<file path="src/rtl/hazard_sched_pkg.sv">
// Shared types and encodings for the pipeline hazard scheduler.
package hazard_sched_pkg;

  typedef enum logic [1:0] {
    ST_RUN      = 2'd0,
    ST_LU_STALL = 2'd1,
    ST_MEM_WAIT = 2'd2
  } state_t;

  localparam logic [1:0] RES_SRC_LOAD = 2'b01;

  localparam logic [1:0] FWD_RF = 2'b00;
  localparam logic [1:0] FWD_WB = 2'b01;

  // Select the writeback result when writeback targets this non-x0 source.
  function automatic logic [1:0] fwd_sel(input logic wr, input logic [4:0] rd,
                                         input logic [4:0] rs);
    return (wr && (rd != 5'd0) && (rd == rs)) ? FWD_WB : FWD_RF;
  endfunction

endpackage

</file>
<file path="src/rtl/hazard_sched_if.sv">
// Pipeline-to-scheduler bundle: register ids and memory status in,
// stall/flush/forward controls out.
interface hazard_sched_if;
  logic [4:0] rs1_d, rs2_d;
  logic [4:0] rs1_e, rs2_e, rd_e;
  logic       reg_write_e;
  logic [1:0] res_src_e;
  logic       pc_src_e;
  logic [4:0] rd_w;
  logic       reg_write_w;
  logic       dmem_req_w, dmem_ready_w;
  logic       stall_f, stall_d, stall_e;
  logic       flush_d, flush_e;
  logic [1:0] fwd_a_e, fwd_b_e;
  logic       wb_en_w;

  modport master (
    output rs1_d, rs2_d, rs1_e, rs2_e, rd_e, reg_write_e, res_src_e, pc_src_e,
           rd_w, reg_write_w, dmem_req_w, dmem_ready_w,
    input  stall_f, stall_d, stall_e, flush_d, flush_e, fwd_a_e, fwd_b_e, wb_en_w
  );

  modport slave (
    input  rs1_d, rs2_d, rs1_e, rs2_e, rd_e, reg_write_e, res_src_e, pc_src_e,
           rd_w, reg_write_w, dmem_req_w, dmem_ready_w,
    output stall_f, stall_d, stall_e, flush_d, flush_e, fwd_a_e, fwd_b_e, wb_en_w
  );
endinterface

</file>
<file path="src/rtl/hazard_perf_cnt.sv">
// Free-running hazard event counters; each wraps modulo 2^CNT_WIDTH.
module hazard_perf_cnt #(
  parameter int CNT_WIDTH = 32
) (
  input  logic                 clk,
  input  logic                 rst_n,
  input  logic                 stall_evt,
  input  logic                 flush_evt,
  input  logic                 lu_evt,
  output logic [CNT_WIDTH-1:0] stall_cnt,
  output logic [CNT_WIDTH-1:0] flush_cnt,
  output logic [CNT_WIDTH-1:0] lu_cnt
);

  // Bump each counter once per cycle in which its event is present.
  always_ff @(posedge clk or negedge rst_n) begin
    if (!rst_n) begin
      stall_cnt <= '0;
      flush_cnt <= '0;
      lu_cnt    <= '0;
    end else begin
      if (stall_evt) stall_cnt <= stall_cnt + 1'b1;
      if (flush_evt) flush_cnt <= flush_cnt + 1'b1;
      if (lu_evt)    lu_cnt    <= lu_cnt + 1'b1;
    end
  end

endmodule

</file>
<file path="src/rtl/hazard_sched.sv">
// Pipeline hazard scheduler: load-use bubbles, branch flushes, data-memory
// wait stalls with a sticky timeout, and writeback forwarding select.
// Optional perf counters are built when HAZARD_PERF_EN is defined.
//
//   state       | meaning
//   ------------+------------------------------------------------
//   ST_RUN      | no hazard held from the previous cycle
//   ST_LU_STALL | one load-use bubble was just inserted
//   ST_MEM_WAIT | data memory access outstanding, whole pipe held
//
// Controls are combinational from state and inputs and forced low while
// rst_n is low. The wait counter counts consecutive memory-hazard cycles,
// so it equals N during the Nth cycle spent in ST_MEM_WAIT.
module hazard_sched
  import hazard_sched_pkg::*;
#(
  parameter int MAX_WAIT  = 255,
  parameter int CNT_WIDTH = 32
) (
  input  logic          clk,
  input  logic          rst_n,
  hazard_sched_if.slave hz,
  output logic          mem_timeout,
  output logic [1:0]    state_o
`ifdef HAZARD_PERF_EN
  ,
  output logic [CNT_WIDTH-1:0] stall_cnt,
  output logic [CNT_WIDTH-1:0] flush_cnt,
  output logic [CNT_WIDTH-1:0] lu_cnt
`endif
);

  localparam int WAIT_W = (MAX_WAIT < 2) ? 1 : $clog2(MAX_WAIT + 1);
  localparam logic [WAIT_W-1:0] WAIT_MAX = WAIT_W'(MAX_WAIT);

  if (MAX_WAIT < 1 || CNT_WIDTH < 1) begin : g_param_check
    $error("hazard_sched: MAX_WAIT and CNT_WIDTH must be at least 1");
  end

  state_t            state_q, state_nxt;
  logic [WAIT_W-1:0] wait_cnt;
  logic              timeout_q;
  logic              mem_haz, load_use;
  logic              stall_f, stall_d, stall_e, flush_d, flush_e, wb_en;
  logic              br_evt, lu_evt;
  logic [1:0]        fwd_a, fwd_b;

  assign mem_haz  = hz.dmem_req_w && !hz.dmem_ready_w;
  assign load_use = (hz.res_src_e == RES_SRC_LOAD) && hz.reg_write_e && (hz.rd_e != 5'd0)
                    && ((hz.rd_e == hz.rs1_d) || (hz.rd_e == hz.rs2_d));

  // Prioritised hazard resolution: memory wait, then redirect, then load-use.
  always_comb begin
    stall_f   = 1'b0;
    stall_d   = 1'b0;
    stall_e   = 1'b0;
    flush_d   = 1'b0;
    flush_e   = 1'b0;
    br_evt    = 1'b0;
    lu_evt    = 1'b0;
    state_nxt = ST_RUN;
    if (mem_haz) begin
      stall_f   = 1'b1;
      stall_d   = 1'b1;
      stall_e   = 1'b1;
      state_nxt = ST_MEM_WAIT;
    end else if (hz.pc_src_e) begin
      flush_d = 1'b1;
      flush_e = 1'b1;
      br_evt  = 1'b1;
    end else if (load_use) begin
      stall_f   = 1'b1;
      stall_d   = 1'b1;
      flush_e   = 1'b1;
      lu_evt    = 1'b1;
      state_nxt = ST_LU_STALL;
    end
    wb_en = !mem_haz;
    fwd_a = fwd_sel(hz.reg_write_w, hz.rd_w, hz.rs1_e);
    fwd_b = fwd_sel(hz.reg_write_w, hz.rd_w, hz.rs2_e);
    if (!rst_n) begin
      stall_f = 1'b0;
      stall_d = 1'b0;
      stall_e = 1'b0;
      flush_d = 1'b0;
      flush_e = 1'b0;
      br_evt  = 1'b0;
      lu_evt  = 1'b0;
      wb_en   = 1'b0;
      fwd_a   = FWD_RF;
      fwd_b   = FWD_RF;
    end
  end

  assign hz.stall_f = stall_f;
  assign hz.stall_d = stall_d;
  assign hz.stall_e = stall_e;
  assign hz.flush_d = flush_d;
  assign hz.flush_e = flush_e;
  assign hz.fwd_a_e = fwd_a;
  assign hz.fwd_b_e = fwd_b;
  assign hz.wb_en_w = wb_en;

  assign state_o     = state_q;
  assign mem_timeout = timeout_q || (wait_cnt == WAIT_MAX);

  // State register, saturating wait counter and sticky timeout flag.
  always_ff @(posedge clk or negedge rst_n) begin
    if (!rst_n) begin
      state_q   <= ST_RUN;
      wait_cnt  <= '0;
      timeout_q <= 1'b0;
    end else begin
      state_q <= state_nxt;
      if (mem_haz) begin
        if (wait_cnt != WAIT_MAX) wait_cnt <= wait_cnt + 1'b1;
      end else begin
        wait_cnt <= '0;
      end
      if (wait_cnt == WAIT_MAX) timeout_q <= 1'b1;
    end
  end

`ifdef HAZARD_PERF_EN
  hazard_perf_cnt #(.CNT_WIDTH(CNT_WIDTH)) u_perf (
    .clk       (clk),
    .rst_n     (rst_n),
    .stall_evt (stall_f),
    .flush_evt (br_evt),
    .lu_evt    (lu_evt),
    .stall_cnt (stall_cnt),
    .flush_cnt (flush_cnt),
    .lu_cnt    (lu_cnt)
  );
`endif

endmodule

</file>
<file path="src/flat_wrapper.sv">
// flat-port wrapper written by rule: the top's interface ports become plain ports
module hazard_sched_flat import hazard_sched_pkg::*;
#(
  parameter int MAX_WAIT  = 255,
  parameter int CNT_WIDTH = 32
)
  (clk, rst_n, mem_timeout, state_o, hz_rs1_d, hz_rs2_d, hz_rs1_e, hz_rs2_e, hz_rd_e, hz_reg_write_e, hz_res_src_e, hz_pc_src_e, hz_rd_w, hz_reg_write_w, hz_dmem_req_w, hz_dmem_ready_w, hz_stall_f, hz_stall_d, hz_stall_e, hz_flush_d, hz_flush_e, hz_fwd_a_e, hz_fwd_b_e, hz_wb_en_w);
  hazard_sched_if hz_i ();
  input  logic clk;
  input  logic rst_n;
  output logic mem_timeout;
  output logic [1:0] state_o;
  input wire logic [$bits(hz_i.rs1_d)-1:0] hz_rs1_d;
  input wire logic [$bits(hz_i.rs2_d)-1:0] hz_rs2_d;
  input wire logic [$bits(hz_i.rs1_e)-1:0] hz_rs1_e;
  input wire logic [$bits(hz_i.rs2_e)-1:0] hz_rs2_e;
  input wire logic [$bits(hz_i.rd_e)-1:0] hz_rd_e;
  input wire logic [$bits(hz_i.reg_write_e)-1:0] hz_reg_write_e;
  input wire logic [$bits(hz_i.res_src_e)-1:0] hz_res_src_e;
  input wire logic [$bits(hz_i.pc_src_e)-1:0] hz_pc_src_e;
  input wire logic [$bits(hz_i.rd_w)-1:0] hz_rd_w;
  input wire logic [$bits(hz_i.reg_write_w)-1:0] hz_reg_write_w;
  input wire logic [$bits(hz_i.dmem_req_w)-1:0] hz_dmem_req_w;
  input wire logic [$bits(hz_i.dmem_ready_w)-1:0] hz_dmem_ready_w;
  output wire logic [$bits(hz_i.stall_f)-1:0] hz_stall_f;
  output wire logic [$bits(hz_i.stall_d)-1:0] hz_stall_d;
  output wire logic [$bits(hz_i.stall_e)-1:0] hz_stall_e;
  output wire logic [$bits(hz_i.flush_d)-1:0] hz_flush_d;
  output wire logic [$bits(hz_i.flush_e)-1:0] hz_flush_e;
  output wire logic [$bits(hz_i.fwd_a_e)-1:0] hz_fwd_a_e;
  output wire logic [$bits(hz_i.fwd_b_e)-1:0] hz_fwd_b_e;
  output wire logic [$bits(hz_i.wb_en_w)-1:0] hz_wb_en_w;
  assign hz_i.rs1_d = hz_rs1_d;
  assign hz_i.rs2_d = hz_rs2_d;
  assign hz_i.rs1_e = hz_rs1_e;
  assign hz_i.rs2_e = hz_rs2_e;
  assign hz_i.rd_e = hz_rd_e;
  assign hz_i.reg_write_e = hz_reg_write_e;
  assign hz_i.res_src_e = hz_res_src_e;
  assign hz_i.pc_src_e = hz_pc_src_e;
  assign hz_i.rd_w = hz_rd_w;
  assign hz_i.reg_write_w = hz_reg_write_w;
  assign hz_i.dmem_req_w = hz_dmem_req_w;
  assign hz_i.dmem_ready_w = hz_dmem_ready_w;
  assign hz_stall_f = hz_i.stall_f;
  assign hz_stall_d = hz_i.stall_d;
  assign hz_stall_e = hz_i.stall_e;
  assign hz_flush_d = hz_i.flush_d;
  assign hz_flush_e = hz_i.flush_e;
  assign hz_fwd_a_e = hz_i.fwd_a_e;
  assign hz_fwd_b_e = hz_i.fwd_b_e;
  assign hz_wb_en_w = hz_i.wb_en_w;
  hazard_sched #(.MAX_WAIT(MAX_WAIT), .CNT_WIDTH(CNT_WIDTH)) u_core (.clk(clk), .rst_n(rst_n), .hz(hz_i), .mem_timeout(mem_timeout), .state_o(state_o));
endmodule
</file>
<file path="config.mk">
export PLATFORM = sky130hd
export DESIGN_NAME = hazard_sched_flat
export DESIGN_NICKNAME = d
export VERILOG_FILES = /design/src/rtl/hazard_sched_pkg.sv /design/src/rtl/hazard_sched_if.sv /design/src/rtl/hazard_perf_cnt.sv /design/src/rtl/hazard_sched.sv /design/src/flat_wrapper.sv
export SDC_FILE = /design/constraint.sdc
export NUM_CORES = 1
export LEC_CHECK = 0
export BUFFER_PORTS_ARGS = -buffer_cell sky130_fd_sc_hd__buf_2
export CORE_MARGIN = 3
export CORE_UTILIZATION = 38
export CTS_BUF_LIST = sky130_fd_sc_hd__clkbuf_16
export DETAILED_ROUTE_END_ITERATION = 7
export MAX_ROUTING_LAYER = met4
export PLACE_DENSITY = 0.81
export SYNTH_ARGS = -nofsm -noshare
export SYNTH_HDL_FRONTEND = slang
export SYNTH_HIERARCHICAL = 1
export SYNTH_SLANG_ARGS = --single-unit
export TNS_END_PERCENT = 1
</file>
<file path="constraint.sdc">
create_clock -name clk -period 1.14 [get_ports clk]
set_input_delay 0.057 -clock clk [delete_from_list [all_inputs] [get_ports clk]]
set_output_delay 0.057 -clock clk [all_outputs]
set_load 0.02 [all_outputs]
</file>
==> impl_results.md, run 1 <==
* Worst Setup EP: mem_timeout
* Synth warn at 6
* Setup ws final at -0.193 ns
* Dpl hpwl at 2.03 mm
* WP data required at 1.08 ns
* Clock-pin slew on the worst setup and hold paths at 0.04 ns
* Fin nets at 204
* Outcome: complete, but fails checks
* RR Endpoint: u_core/wait_cnt[1]$_DFFE_PN0P_
* CTS root buf: clkbuf_16
* Port Buffers at 49
* Vias per cell at 4.99
* Initial antenna violation count at 0
* Max-capacitance violation count at 0
* Post-synth top area share at 32.2%
* Largest net degree at the start of global routing at 7
* ANT cells at 0
* Row count at 16
* R2R cell count at 6
* Fin Hold WS at 0.0253 ns
* Final hold viol count at 0
* Layout area overhead at 66.5%
* GP Congestion at 0.865
* Die Wd at 53.4 um
* Worst VDD drop at 1310 uV
* Vias at 948
* Fillcell total at 160
* Failing checks: setup timing
* Placed instance area at 0.00124 mm2
* Min Tclk post-route at 1.33 ns
* First-pass DRT Iterations at 4
* Final Skew at 0.00212 ns
* Mapped Avg Cell Area at 9.09 um2
* Design Power at 1.31 mW
* RSZ-0062 raised after global routing: true
* Number of buffers created by CTS at 3
* Final cycle utilization of the critical path at 117%
* Fraction of layout cells with a size suffix above 1 at 54.6%
* CP Class: reg2out
* Pleak at 0.729 nW
* Placeable Area at 0.00204 mm2
* Grt ovf at 0
* CTS tree: built
* Sequential share of the synthesized area at 32.2%
* Worst-path maximum fanout at 2
* Worst setup EP type: output port
* Max-slew violation count at 0
* Routed wire per std cell at 14.2 um
* Initial drt markers at 18
* Startpoint Class: flop
* IO Count at 52
* Setup TNS at -0.940 ns
* Die Y at 53.4 um
* Synthesized instance count at 94
* Synth area leaders: dfrtp_1, xor2_1, xnor2_1, nor2_1, buf_4
* Clock Latency Late Sink at 0.24 ns
* Launch point of the worst path: u_core/wait_cnt[0]$_DFFE_PN0P_
* H-Tree Depth at 1
* CP arrival at 1.28 ns
* Cell total after placement at 180
* Vias in the first global route at 974
* Die area at 0.00285 mm2
* FF+latch count, synth at 11
* # DRC at 0
* Post-synth cell types at 33
* Final instance area at 0.00142 mm2
* Clock Tree Buf Depth at 2
* Clk sinks at 11
* Reg-to-reg slack, setup at -0.14 ns
* Area leader, netlist: dfrtp_1
* Origin of the critical flop-to-flop path: u_core/wait_cnt[0]$_DFFE_PN0P_
* Worst hold path type: in2reg
* Drt total wl at 2.70 mm
* Total track usage at 21.0%
* Cell area power density at 921 mW/mm2
* First-pass GRT wire length at 4.13 mm
* Routed Antenna Nets at 0
* Syn Std Cell Area at 855 um2
* Final Non-Filler Cells at 190
* Final setup fails at 12
* Fmax at 0.750 GHz
* Initial Util at 41.9%
layout make-up:
class,count,area [um2],area share [%]
Clock buffer,3,75.1,5.28
Clock inverter,1,3.75,0.264
Inverter,1,3.75,0.264
Multi-Input combinational cell,79,628,44.2
Sequential cell,11,275,19.3
Tap cell,27,33.8,2.37
Timing Repair Buffer,68,403,28.3
cells by family (layout without fill, tap and decap cells):
| logic type | count (synthesis) | in the layout | share of synthesized area [%] |
|---|---|---|---|
| muxes | 2 | 2 | 2.34 |
| other | 1 | 2 | 0.439 |
| xor gates and xnor gates | 23 | 23 | 23.6 |
| and+or+nand+nor | 41 | 41 | 27.5 |
| adders and majority gates | 1 | 1 | 1.46 |
| DFF | 11 | 11 | 32.2 |
| AOI/OAI and AO/OA | 10 | 10 | 8.78 |
| buffers and inverters | 5 | 73 | 3.66 |
cells in the final DEF, fill, tap and decap left out, types with 2 or more instances in the layout:
cell type / netlist / routed
buf_2: 1 / 47
buf_4: 3 / 18
buf_6: 0 / 2
clkbuf_16: 0 / 3
conb_1: 1 / 2
dfrtp_1: 11 / 11
inv_1: 1 / 2
mux2i_1: 2 / 2
nand2_1: 3 / 2
nand3_1: 4 / 3
nand3b_1: 3 / 3
nor2_1: 12 / 11
nor2_4: 1 / 2
nor3_1: 4 / 2
nor3_2: 0 / 2
nor4_1: 2 / 2
xnor2_1: 6 / 6
xor2_1: 17 / 17
layer usage:
| metal | global-route usage (%) | up-vias | share of wire, % |
|---|---|---|---|
| met4 | 9.36 | 0 | 2.4 |
| met1 | 19.4 | 437 | 39 |
| met5 | - | - | 0 |
| li1 | - | 461 | - |
| met2 | 39.6 | 42 | 51 |
| met3 | 5.35 | 8 | 7.0 |
flip-flops by register name (all words and copies together) (netlist names):
name,flops
u_core/state_o,2
u_core/wait_cnt,8
u_core/timeout_q,1
power by group:
part           switching, mW  internal, mW
registers            0.00381         0.397
clock network          0.159         0.459
logic                  0.150         0.141
total                  0.313         0.997
per-stage QoR:
stage / setup WS, ns / util (%)
3_5_place_dp: -0.0921 / 60.5
4_1_cts: -0.193 / 68.3
2_1_floorplan: -0.0196 / -
6_report: -0.193 / 69.7
3_3_place_gp: -0.0695 / 60.5
5_1_grt: -0.236 / 69.7
how the worst min path moves through the flow:
stage | cells after the start | to | startpoint | slack (ns)
2_1_floorplan | 0 | u_core/state_o[0]$_DFF_PN0_ | rst_n | -0.24
3_3_place_gp | 1 | u_core/wait_cnt[6]$_DFFE_PN0P_ | rst_n | -0.10
3_5_place_dp | 1 | u_core/wait_cnt[6]$_DFFE_PN0P_ | rst_n | -0.10
4_1_cts | 2 | u_core/state_o[0]$_DFF_PN0_ | hz_pc_src_e | 0.02
5_1_grt | 2 | u_core/state_o[0]$_DFF_PN0_ | hz_pc_src_e | 0.03
6_report | 2 | u_core/state_o[0]$_DFF_PN0_ | hz_pc_src_e | 0.03
Yosys cell counts:
cell and count:
nand3_1 4, o21bai_1 2, a22oi_1 1, and2_1 2, o211a_1 1, o21ai_0 2, nor4_1 2, a21oi_1 1
o211ai_2 1, buf_2 1, a31oi_1 1, and2b_1 1, nor2_1 12, nand2_1 3, nor4b_2 1, inv_1 1
and3_1 2, nor3_1 4, or2_2 2, ha_1 1, dfrtp_1 11, nand2b_1 1, conb_1 1, mux2i_1 2
xnor2_1 6, nand4_1 1, nand4_2 1, o2111ai_1 1, buf_4 3, or4_1 1, xor2_1 17, nand3b_1 3
nor2_4 1
repair_timing:
| action | CTS | global route |
|---|---|---|
| gates resized for setup | 9 | 6 |
| pin swaps | 4 | 3 |
| hold endpoints to repair | 11 | 0 |
| endpoints found under the setup margin | 11 | 15 |
| hold buffers | 1 | 0 |
| setup buffers | 5 | 0 |
critical path, stage by stage, from the launching register on:
cell and delay, ns:
dfrtp_1 0.40, ha_4 0.18, nand3_4 0.07, nor2_4 0.05
or2_4 0.22, buf_6 0.13
Note: power is estimated with default switching activity, not from simulation.
==> run 2, diff against run 1 <==
--- a/config.mk
+++ b/config.mk
@@ -5,13 +5,13 @@
 export SDC_FILE = /design/constraint.sdc
 export NUM_CORES = 1
 export LEC_CHECK = 0
+export ABC_AREA = 1
 export BUFFER_PORTS_ARGS = -buffer_cell sky130_fd_sc_hd__buf_2
-export CORE_MARGIN = 3
-export CORE_UTILIZATION = 38
+export CORE_UTILIZATION = 30
 export CTS_BUF_LIST = sky130_fd_sc_hd__clkbuf_16
 export DETAILED_ROUTE_END_ITERATION = 7
 export MAX_ROUTING_LAYER = met4
-export PLACE_DENSITY = 0.81
+export PLACE_DENSITY = 0.65
 export SYNTH_ARGS = -nofsm -noshare
 export SYNTH_HDL_FRONTEND = slang
 export SYNTH_HIERARCHICAL = 1
==> run 2 against run 1 <==
The run still ends with setup timing left. Global-route usage is 6.0 points lower. Clock skew shrank 0.0010 ns. Final cell count is 37% higher. Critical path type unchanged. Critical endpoint unchanged.
==> impl_results.md, run 2 <==
* Layout area overhead at 49.8%
* Async set or reset register ratio after synthesis at 100%
* Fillcell total at 321
* Max-slew violation count at 0
* Clock Latency Late Sink at 0.24 ns
* Area leader, netlist: dfrtp_1
* Top FF cell, synth: dfrtp_1
* Most flops, register: u_core/wait_cnt
* Final cycle utilization of the critical path at 129%
* Startpoint Class: flop
* WP data required at 1.08 ns
* Crit-path cells: ha_2, nand3_2, nor2_4, nand3_4, nor2_8, or2_4, buf_6
* Routed Antenna Nets at 0
* First-pass DRT Iterations at 4
* Placeable Area at 0.00308 mm2
* Crit-path slowest cell: dfrtp_1
* Syn Std Cell Area at 980 um2
* Crit path depth at 7
* Fin nets at 258
* Vias per cell at 4.11
* Highest routing layer actually used: met4
* Clock Tree Buf Depth at 2
* Launch point of the worst path: u_core/wait_cnt[1]$_DFFE_PN0P_
* Largest net degree at the start of global routing at 12
* Worst VDD drop at 836 uV
* Cell area power density at 884 mW/mm2
* Total track usage at 15.0%
* Metal3 WL at 148 um
* Met2 WL at 966 um
* Vias at 1074
* Pleak at 0.868 nW
* Final setup fails at 10
* Crit path buf inv count at 1
* Most frequent cells in the layout: buf_2, nand2_1, inv_1
* Grt ovf at 0
* Metal-1 WL at 1.02 mm
* Synth cell count leaders: nand2_1, inv_1, nor2_1, dfrtp_1, nand3_1
* Die Y at 59.1 um
* WHS Path Cells at 4
* IO Count at 52
* Synth warn at 6
* Design Power at 1.30 mW
* Fraction of layout cells with a size suffix above 1 at 37.3%
* Synthesized instance count at 154
* Initial antenna violation count at 0
* Max-slew headroom at 66.5%
* FF+latch count, synth at 11
* CTS root buf: clkbuf_16
* Vias in the first global route at 993
* Mapped Avg Cell Area at 6.36 um2
* Sequential share of the synthesized area at 28.1%
* Final hold viol count at 0
* Port Buffers at 49
* Hold Startpoint: hz_dmem_ready_w
* Die Wd at 59.1 um
* Worst setup EP type: output port
* Die area at 0.00350 mm2
* GP Congestion at 0.765
* Util after Layout at 47.7%
* # DRC at 0
* CTS tree: built
* Clock-pin slew on the worst setup and hold paths at 0.04 ns
* First-pass GRT wire length at 3.87 mm
* Row count at 20
* Max-capacitance violation count at 0
* Worst-margin pin slew at 0.501 ns
* Initial Util at 31.8%
* Synth area leaders: dfrtp_1, nand2_1, inv_1, nor2_1, xnor2_1
* Failing checks: setup timing
* Final Skew at 0.00109 ns
* Routed wire per std cell at 8.25 um
* R2R cell count at 9
* Post-synth top area share at 28.1%
* Worst-path maximum fanout at 2
* Setup ws final at -0.329 ns
* Clk sinks at 11
* Number of buffers created by CTS at 3
* Flip-flop count of the largest register after layout at 8
* Dpl hpwl at 1.80 mm
* Number of flops mapped to enable cells by yosys at 0
* Post-synth cell types at 27
* Fmax at 0.681 GHz
* CP arrival at 1.41 ns
* H-Tree Depth at 1
* Most common cell after layout, fill and taps aside: buf_2
* RSZ-0062 raised after global routing: true
* Drt total wl at 2.15 mm
* Worst stage delay on the critical path at 0.38 ns
* Initial drt markers at 18
* Most common cell in the netlist: nand2_1
* Min Tclk post-route at 1.47 ns
* CP Class: reg2out
* Crit path max-delay family: simple AND/OR/NAND/NOR gates
* Worst hold path type: in2reg
* ANT cells at 0
* Outcome: complete, but fails checks
* Origin of the critical flop-to-flop path: u_core/wait_cnt[1]$_DFFE_PN0P_
## run 2: cell count changes in the layout (fill, tap and decap cells not counted), sizes merged, moves of 3 or more
cell    previous run  this run
xor2              17         0
a21oi              1         4
inv                2        34
nor2              13        19
nand2              3        40
buf               67        60
nand3              4        11
nand3b             3         0
o21ai              2         7
or2                2         6
## run 2: timing repair
| action | 4_1_cts | 5_1_grt |
|---|---|---|
| endpoints found under the setup margin | 10 | 11 |
| setup buffers | 4 | 0 |
| resized for setup | 3 | 5 |
| pin swaps | 3 | 3 |
| hold endpoints to repair | 12 | 0 |
| hold buffers | 2 | 0 |
## run 2: per-stage QoR
step           TNS [ns]  cell area [um2]  setup slack [ns]  hold slack [ns]  instances
3_3_place_gp     -0.854             1310            -0.152           0.0776        251
5_1_grt           -3.23             1470            -0.410            0.113        261
3_5_place_dp      -1.13             1310            -0.159           0.0924        251
2_1_floorplan    -0.612              986            -0.103           -0.239        155
6_report          -2.20             1470            -0.329           0.0838        261
4_1_cts           -2.66             1450            -0.378           0.0887        261
## run 2: where the power goes
part	internal [mW]	switching [mW]	leakage [nW]
registers	0.397	0.00239	0.152
logic	0.126	0.143	0.674
clock network	0.460	0.168	0.0423
total	0.984	0.314	0.868
## run 2: area by class of cell
class | count | area, um2 | area share [%]
Clock buffer | 3 | 75.1 | 5.12
Clock inverter | 1 | 3.75 | 0.256
Inverter | 33 | 124 | 8.44
Multi-Input combinational cell | 107 | 578 | 39.4
Sequential cell | 11 | 275 | 18.8
Tap cell | 44 | 55.1 | 3.75
Timing Repair Buffer | 62 | 357 | 24.3
## run 2: logic make-up (layout without fill, tap and decap cells)
| logic type | Yosys count | count (layout) | synth area share [%] |
|---|---|---|---|
| AOI/OAI and AO/OA | 14 | 14 | 7.79 |
| buffers and inverters | 37 | 99 | 15.5 |
| adders and majority gates | 1 | 1 | 1.28 |
| and+or+nand+nor | 84 | 84 | 41.6 |
| DFF | 11 | 11 | 28.1 |
| xor gates and xnor gates | 6 | 6 | 5.36 |
| other | 1 | 2 | 0.383 |
## run 2: path summary, 6_finish.rpt
kind                            slack, ns                             end
worst max-delay path                -0.33                     mem_timeout
max in group asynchronous            0.31  u_core/wait_cnt[5]$_DFFE_PN0P_
min in group asynchronous            0.50  u_core/wait_cnt[1]$_DFFE_PN0P_
worst max register to register      -0.24  u_core/wait_cnt[0]$_DFFE_PN0P_
worst min register to register       0.48    u_core/timeout_q$_DFFE_PN0N_
worst min-delay path                 0.08  u_core/wait_cnt[7]$_DFFE_PN0P_
## run 2: layer usage
| metal | track usage [%] | vias up |
|---|---|---|
| met5 | - | - |
| met4 | 3.74 | 0 |
| met3 | 4.15 | 2 |
| met2 | 24.8 | 37 |
| met1 | 17.9 | 442 |
| li1 | - | 593 |
## run 2: worst register-to-register path: cells and delay by family (launching register included)
family                   cells  cell delay [ns]
AO/OA/AOI/OAI                1             0.06
adder cells (fa/ha/maj)      1             0.19
buffers and inverters        2             0.20
flip-flops                   1             0.35
AND/OR/NAND/NOR              5             0.46
